--- src/rtl/cgra_host_sequencer_pkg.sv ---
// Shared parameters, opcodes, field offsets and bus payload types for the host sequencer.
package cgra_host_sequencer_pkg;

  localparam int unsigned NUM_BUF = 4;
  localparam int unsigned CFG_W   = 203;
  localparam int unsigned SPM_W   = 20;
  localparam int unsigned A_W     = 10;
  localparam int unsigned D_W     = 32;
  localparam int unsigned LEN_W   = 16;

  localparam int unsigned IDX_W   = $clog2(NUM_BUF + 1);
  localparam int unsigned OP_W    = 3;
  localparam int unsigned HC_W    = SPM_W + NUM_BUF * CFG_W;
  localparam int unsigned EX_W    = 2 + A_W + D_W;

  // ex_bus = {ex_wen, ex_ren, ex_addr, ex_data}
  localparam int unsigned EX_DATA_LSB = 0;
  localparam int unsigned EX_ADDR_LSB = D_W;
  localparam int unsigned EX_REN_BIT  = D_W + A_W;
  localparam int unsigned EX_WEN_BIT  = D_W + A_W + 1;

  // host_controller = {scr, buf[NUM_BUF-1], ..., buf[0]}
  localparam int unsigned HC_BUF_LSB  = 0;
  localparam int unsigned HC_SCR_LSB  = NUM_BUF * CFG_W;

  localparam logic [OP_W-1:0] OP_NOP     = 3'd0;
  localparam logic [OP_W-1:0] OP_CFG     = 3'd1;
  localparam logic [OP_W-1:0] OP_EXBURST = 3'd2;
  localparam logic [OP_W-1:0] OP_RUN     = 3'd3;
  localparam logic [OP_W-1:0] OP_WAIT    = 3'd4;
  localparam logic [OP_W-1:0] OP_END     = 3'd5;

  typedef enum logic [1:0] {
    ST_IDLE   = 2'd0,
    ST_BURST  = 2'd1,
    ST_RUNGAP = 2'd2,
    ST_WAITC  = 2'd3
  } state_e;

  typedef struct packed {
    logic             wen;
    logic             ren;
    logic [A_W-1:0]   addr;
    logic [D_W-1:0]   data;
  } ex_bus_t;

  // Opcodes that take a cycle-count argument and so load the shared counter.
  function automatic logic is_count_op(input logic [OP_W-1:0] op);
    return (op == OP_EXBURST) || (op == OP_RUN) || (op == OP_WAIT);
  endfunction

endpackage

--- src/rtl/cgra_host_sequencer_if.sv ---
// Command stream handshake between the host and the sequencer.
interface cgra_host_sequencer_if;

  logic                                             cmd_valid;
  logic                                             cmd_ready;
  logic [cgra_host_sequencer_pkg::OP_W-1:0]         cmd_op;
  logic [cgra_host_sequencer_pkg::IDX_W-1:0]        cmd_idx;
  logic [cgra_host_sequencer_pkg::A_W-1:0]          cmd_addr;
  logic [cgra_host_sequencer_pkg::CFG_W-1:0]        cmd_data;
  logic [cgra_host_sequencer_pkg::LEN_W-1:0]        cmd_len;

  modport master (
    output cmd_valid, cmd_op, cmd_idx, cmd_addr, cmd_data, cmd_len,
    input  cmd_ready
  );

  modport slave (
    input  cmd_valid, cmd_op, cmd_idx, cmd_addr, cmd_data, cmd_len,
    output cmd_ready
  );

endinterface

--- src/rtl/cgra_host_sequencer_seq_countdown.sv ---
// Loadable down-counter shared by the BURST, RUNGAP and WAITC states.
module cgra_host_sequencer_seq_countdown
  import cgra_host_sequencer_pkg::*;
(
  input  logic             clk,
  input  logic             rst,
  input  logic             load,
  input  logic [LEN_W-1:0] load_val,
  input  logic             dec,
  output logic             zero,
  output logic             last
);

  logic [LEN_W-1:0] count;

  // Load wins over decrement; the count saturates at zero rather than wrapping.
  always_ff @(posedge clk or negedge rst) begin
    if (!rst) begin
      count <= '0;
    end else if (load) begin
      count <= load_val;
    end else if (dec && (count != '0)) begin
      count <= count - LEN_W'(1);
    end
  end

  assign zero = (count == '0);
  assign last = (count == LEN_W'(1));

endmodule

--- src/rtl/cgra_host_sequencer.sv ---
// Command-driven host sequencer: config buffers, SPM word, init/run control and ex-bus bursts.
module cgra_host_sequencer
  import cgra_host_sequencer_pkg::*;
(
  input  logic                   clk,
  input  logic                   rst,
  cgra_host_sequencer_if.slave   cmd,
  output logic [HC_W-1:0]        host_controller,
  output logic                   init,
  output logic                   run,
  output logic [EX_W-1:0]        ex_bus,
  output logic                   busy,
  output logic                   done,
  output logic                   err
);

  state_e           state;
  logic [CFG_W-1:0] cfg_buf [NUM_BUF];
  logic [SPM_W-1:0] scr;
  ex_bus_t          ex_q;

  logic accept;
  logic cfg_we;
  logic cnt_load;
  logic cnt_dec;
  logic cnt_zero;
  logic cnt_last;

  // Commands are only taken in IDLE, so ready depends on state alone.
  assign cmd.cmd_ready = (state == ST_IDLE);
  assign accept        = cmd.cmd_valid && cmd.cmd_ready;
  assign cfg_we        = accept && (cmd.cmd_op == OP_CFG);
  assign cnt_load      = accept && is_count_op(cmd.cmd_op);
  assign cnt_dec       = (state != ST_IDLE);

  cgra_host_sequencer_seq_countdown u_countdown (
    .clk      (clk),
    .rst      (rst),
    .load     (cnt_load),
    .load_val (cmd.cmd_len),
    .dec      (cnt_dec),
    .zero     (cnt_zero),
    .last     (cnt_last)
  );

  // One register per config buffer, written by a CFG aimed at its index.
  for (genvar g = 0; g < NUM_BUF; g++) begin : g_buf
    always_ff @(posedge clk or negedge rst) begin
      if (!rst) begin
        cfg_buf[g] <= '0;
      end else if (cfg_we && (cmd.cmd_idx == IDX_W'(g))) begin
        cfg_buf[g] <= cmd.cmd_data;
      end
    end
    assign host_controller[HC_BUF_LSB + g*CFG_W +: CFG_W] = cfg_buf[g];
  end

  // SPM/BG config word sits just past the last buffer index.
  always_ff @(posedge clk or negedge rst) begin
    if (!rst) begin
      scr <= '0;
    end else if (cfg_we && (cmd.cmd_idx == IDX_W'(NUM_BUF))) begin
      scr <= cmd.cmd_data[SPM_W-1:0];
    end
  end

  assign host_controller[HC_SCR_LSB +: SPM_W] = scr;

  // Sequencer FSM with its registered control outputs and burst address/data generator.
  always_ff @(posedge clk or negedge rst) begin
    if (!rst) begin
      state <= ST_IDLE;
      init  <= 1'b0;
      run   <= 1'b0;
      done  <= 1'b0;
      err   <= 1'b0;
      ex_q  <= '0;
    end else begin
      run  <= 1'b0;
      done <= 1'b0;
      case (state)
        ST_IDLE: begin
          if (accept) begin
            case (cmd.cmd_op)
              OP_NOP: begin
              end
              OP_CFG: begin
                init <= 1'b1;
                if (cmd.cmd_idx > IDX_W'(NUM_BUF)) begin
                  err <= 1'b1;
                end
              end
              OP_EXBURST: begin
                init <= 1'b0;
                if (cmd.cmd_len != '0) begin
                  state     <= ST_BURST;
                  ex_q.wen  <= 1'b1;
                  ex_q.addr <= cmd.cmd_addr;
                  ex_q.data <= cmd.cmd_data[D_W-1:0];
                end
              end
              OP_RUN: begin
                init  <= 1'b0;
                run   <= 1'b1;
                state <= ST_RUNGAP;
              end
              OP_WAIT: begin
                init <= 1'b0;
                if (cmd.cmd_len != '0) begin
                  state <= ST_WAITC;
                end
              end
              OP_END: begin
                init <= 1'b0;
                done <= 1'b1;
              end
              default: begin
                err <= 1'b1;
              end
            endcase
          end
        end
        ST_BURST: begin
          // Last beat is on the bus now; drop the strobe but keep addr/data.
          if (cnt_last) begin
            ex_q.wen <= 1'b0;
            state    <= ST_IDLE;
          end else begin
            ex_q.addr <= ex_q.addr + A_W'(1);
            ex_q.data <= ex_q.data + D_W'(1);
          end
        end
        ST_RUNGAP: begin
          // First RUNGAP cycle carries the pulse, then len idle cycles.
          if (cnt_zero) begin
            state <= ST_IDLE;
          end
        end
        ST_WAITC: begin
          if (cnt_last) begin
            state <= ST_IDLE;
          end
        end
        default: begin
          state <= ST_IDLE;
        end
      endcase
    end
  end

  assign ex_bus = ex_q;
  assign busy   = (state != ST_IDLE);

endmodule

--- src/flat_wrapper.sv ---
// flat-port wrapper written by rule: the top's interface ports become plain ports
module cgra_host_sequencer_flat import cgra_host_sequencer_pkg::*;
  (clk, rst, host_controller, init, run, ex_bus, busy, done, err, cmd_cmd_valid, cmd_cmd_op, cmd_cmd_idx, cmd_cmd_addr, cmd_cmd_data, cmd_cmd_len, cmd_cmd_ready);
  cgra_host_sequencer_if cmd_i ();
  input  logic clk;
  input  logic rst;
  output logic [HC_W-1:0] host_controller;
  output logic init;
  output logic run;
  output logic [EX_W-1:0] ex_bus;
  output logic busy;
  output logic done;
  output logic err;
  input wire logic [$bits(cmd_i.cmd_valid)-1:0] cmd_cmd_valid;
  input wire logic [$bits(cmd_i.cmd_op)-1:0] cmd_cmd_op;
  input wire logic [$bits(cmd_i.cmd_idx)-1:0] cmd_cmd_idx;
  input wire logic [$bits(cmd_i.cmd_addr)-1:0] cmd_cmd_addr;
  input wire logic [$bits(cmd_i.cmd_data)-1:0] cmd_cmd_data;
  input wire logic [$bits(cmd_i.cmd_len)-1:0] cmd_cmd_len;
  output wire logic [$bits(cmd_i.cmd_ready)-1:0] cmd_cmd_ready;
  assign cmd_i.cmd_valid = cmd_cmd_valid;
  assign cmd_i.cmd_op = cmd_cmd_op;
  assign cmd_i.cmd_idx = cmd_cmd_idx;
  assign cmd_i.cmd_addr = cmd_cmd_addr;
  assign cmd_i.cmd_data = cmd_cmd_data;
  assign cmd_i.cmd_len = cmd_cmd_len;
  assign cmd_cmd_ready = cmd_i.cmd_ready;
  cgra_host_sequencer u_core (.clk(clk), .rst(rst), .cmd(cmd_i), .host_controller(host_controller), .init(init), .run(run), .ex_bus(ex_bus), .busy(busy), .done(done), .err(err));
endmodule
--- config.mk ---
export PLATFORM = sky130hd
export DESIGN_NAME = cgra_host_sequencer_flat
export DESIGN_NICKNAME = d
export VERILOG_FILES = /design/src/rtl/cgra_host_sequencer_pkg.sv /design/src/rtl/cgra_host_sequencer_if.sv /design/src/rtl/cgra_host_sequencer_seq_countdown.sv /design/src/rtl/cgra_host_sequencer.sv /design/src/flat_wrapper.sv
export SDC_FILE = /design/constraint.sdc
export NUM_CORES = 1
export LEC_CHECK = 0
export CORE_AREA = 2 2 441 443
export CTS_CLUSTER_DIAMETER = 150
export CTS_CLUSTER_SIZE = 24
export DETAILED_ROUTE_END_ITERATION = 6
export DIE_AREA = 0 0 443 445
export PLACE_DENSITY_LB_ADDON = 0.2
export SLEW_MARGIN = 10
export SYNTH_ARGS = -nofsm -noshare
export SYNTH_HDL_FRONTEND = slang
export SYNTH_HIERARCHICAL = 1
export SYNTH_SLANG_ARGS = --single-unit
--- constraint.sdc ---
create_clock -name clk -period 5.7 [get_ports clk]
set_input_delay 0.57 -clock clk [delete_from_list [all_inputs] [get_ports clk]]
set_output_delay 0.57 -clock clk [all_outputs]
set_load 0.005 [all_outputs]
==> impl_metrics.env <==
export IMPL_cts_root_buf="clkbuf_16"
export IMPL_postLayoutCoreUtil=0.262
export IMPL_crit_path_frequent_cell="a21oi_1"
export IMPL_clock_insertion_delay_worst_skew_ns=0.67
export IMPL_wire_per_inst_microns=23.8
export IMPL_ys_top_cells_by_count="dfrtp_1, mux2_2, mux2_1, a21oi_1, nand2_1"
export IMPL_core_area_sq_mm=0.192
export IMPL_ys_ff_latch=897
export IMPL_cp_start_kind="flip-flop"
export IMPL_placed_cells=5817
export IMPL_cpPeakStageDelay_ns=0.76
export IMPL_postSynthCellCount=2248
export IMPL_vias_per_cell=3.94
export IMPL_cts_hold_buffers=1
export IMPL_drc_errors=0
export IMPL_drt_iter0_markers=1015
export IMPL_async_flop_share=1.00
export IMPL_numPortBuffers=1118
export IMPL_syn_num_nets=2491
export IMPL_postCtsResizedCells=0
export IMPL_rows=161
export IMPL_p_total_mw=16.0
export IMPL_setup_viol=0
export IMPL_syn_area_sq_mm=0.0349
export IMPL_synth_edff_count=0
export IMPL_final_cells=5884
export IMPL_run_status="finished clean"
export IMPL_grt_usage=0.137
export IMPL_antenna_found_initial=20
export IMPL_finalCritPeriodShare=0.607
export IMPL_end_kind="flip-flop"
export IMPL_io_pins=1120
export IMPL_crit_buf_inv=0
export IMPL_required_ns=6.21
export IMPL_peakVddDrop_mv=0.214
export IMPL_ys_seq_area_frac=0.643
export IMPL_cts_setup_buffers=0
export IMPL_yosysMostFrequentCell="dfrtp_1"
export IMPL_critPathTopFamily="simple AND/OR/NAND/NOR gates"
export IMPL_grt_ovfl_total=0
export IMPL_chipHeight_microns=445
export IMPL_dieArea_sq_mm=0.197
export IMPL_crit_arrival_ns=3.97
export IMPL_synth_area_leaders="dfrtp_1, mux2_2, mux2_1"
export IMPL_cts_buffers=45
export IMPL_drv_cap=0
export IMPL_yosysTopAreaCellShare=0.643
export IMPL_yosysWarningCount=8
export IMPL_hold_ws_ns=0.459
export IMPL_power_density_mw_per_mm2=319
export IMPL_max_slew_margin_rel=0.147
export IMPL_leakage_nw=22.5
export IMPL_fin_nets=3582
export IMPL_initial_core_util=0.182
export IMPL_area_growth_pct=44.2
export IMPL_cts_htree_levels=2
export IMPL_cp_max_fo=47
export IMPL_syn_avg_cell_area_sq_um=15.5
export IMPL_cts_max_path_buffers=3
export IMPL_grt_pass1_vias=24000
export IMPL_timing_fmax_mhz=289
export IMPL_tightest_slew_ns=1.27
export IMPL_ys_flop_type="dfrtp_1"
export IMPL_final_hold_viol_count=0
export IMPL_grt_first_pass_wirelength_microns=196000
export IMPL_rsz0062_at_grt="no"
export IMPL_firstDrtPassIters=5
export IMPL_synth_top_area_cell="dfrtp_1"
export IMPL_die_w_microns=443
export IMPL_setup_tns_ns=0
export IMPL_ant_nets=0
export IMPL_dr_total_vias=23200
export IMPL_r2r_slack_ns=2.24
export IMPL_finClkSkew_ns=0.0233
export IMPL_criticalPathCategory="flip-flop to flip-flop"
export IMPL_cts_tree="built"
export IMPL_clock_sinks=897
export IMPL_path_cells="or4_1, nor4_1, and3_1, nor2b_1, o21bai_1, o311a_2, a21oi_1, a21oi_1"
export IMPL_hold_path_class="input port to flip-flop"
export IMPL_slowest_stage="nor4_1"
export IMPL_final_max_slew_viol_count=0
export IMPL_wirelength_microns=140000
export IMPL_clk_pin_slew_worst_paths_ns=0.11
export IMPL_hpwl_microns=104000
export IMPL_grt_max_degree=134
export IMPL_place_gp_congestion=0.804
export IMPL_min_period_ns=3.46
export IMPL_drive_above_1_share=0.265
export IMPL_ys_types=59
cell usage in the layout, fill, tap and decap left out, drive strengths merged, types with 14 or more instances in the layout:
master	n
a21oi	53
a2bb2oi	20
a31oi	14
buf	48
clkbuf	45
clkdlybuf4s50	1117
dfrtp	897
inv	21
mux2	832
nand2	47
nand3	28
nor2	43
o21ai	32
o22ai	20
or4	14
path summary, 6_finish.rpt:
kind,to,cells past startpoint,start
setup / recovery,u_core/ex_bus[7],8,u_core/u_countdown/count[4]
hold / removal,u_core/ex_bus[33],3,cmd_cmd_addr[1]
setup reg to reg,u_core/ex_bus[7],8,u_core/u_countdown/count[4]
hold reg to reg,u_core/host_controller[111],1,u_core/host_controller[111]
max in group asynchronous,u_core/host_controller[457],4,rst
min in group asynchronous,u_core/host_controller[526],2,rst
area by class of cell:
class	instances	area [sq um]
repair buffers	1166	11700
flip-flops and latches	897	22400
clock inverters	8	115
inverters	16	60.1
well taps	2526	3160
diodes	13	32.5
fillers	20000	142000
multi-input cells	1213	11700
clock buffers	45	1130
state kept, by name, indices dropped and copies added (netlist names):
| signal | cells |
|---|---|
| u_core/host_controller | 812 |
| u_core/scr | 20 |
| u_core/init | 1 |
| u_core/u_countdown/count | 16 |
| u_core/done | 1 |
| u_core/run | 1 |
| u_core/ex_bus | 43 |
| u_core/err | 1 |
| u_core/state | 2 |
cell families after synthesis:
logic type / Yosys count / share of synthesized area
AND/OR/NAND/NOR: 195 / 0.0297
flip-flops: 897 / 0.643
AO/OA/AOI/OAI: 176 / 0.0324
multiplexers: 835 / 0.269
buffers and inverters: 138 / 0.0240
adder cells (fa/ha/maj): 5 / 0.00179
other: 1 / 0.000107
XOR/XNOR: 1 / 0.000251
per-layer routing:
layer	vias to the layer above	global-route usage	wire length, microns
met5	-	0	27
met4	4	0.0527	4500
met1	12000	0.158	54800
met3	141	0.0429	9950
li1	10300	-	-
met2	727	0.238	71000
through the flow:
stage / worst slack [ns] / cell area (sq um)
after floorplan: 3.01 / 34900
after global placement: 1.86 / 49100
after detailed placement: 1.83 / 49100
after CTS: 2.25 / 50300
after global routing: 1.94 / 50300
final: 2.24 / 50400
worst reg2reg max path, stage by stage, from the launching register on:
cell and delay (ns):
dfrtp_1 0.49, or4_1 0.58, nor4_1 0.76, and3_1 0.31
nor2b_1 0.09, o21bai_1 0.21, o311a_2 0.47, a21oi_1 0.33
a21oi_1 0.06
where the power goes:
part,internal (mW),switching [mW]
clock network,1.47,2.31
logic,2.44,1.93
registers,7.25,0.649
total,11.2,4.88
No activity file was read; power rests on OpenSTA's default activity.
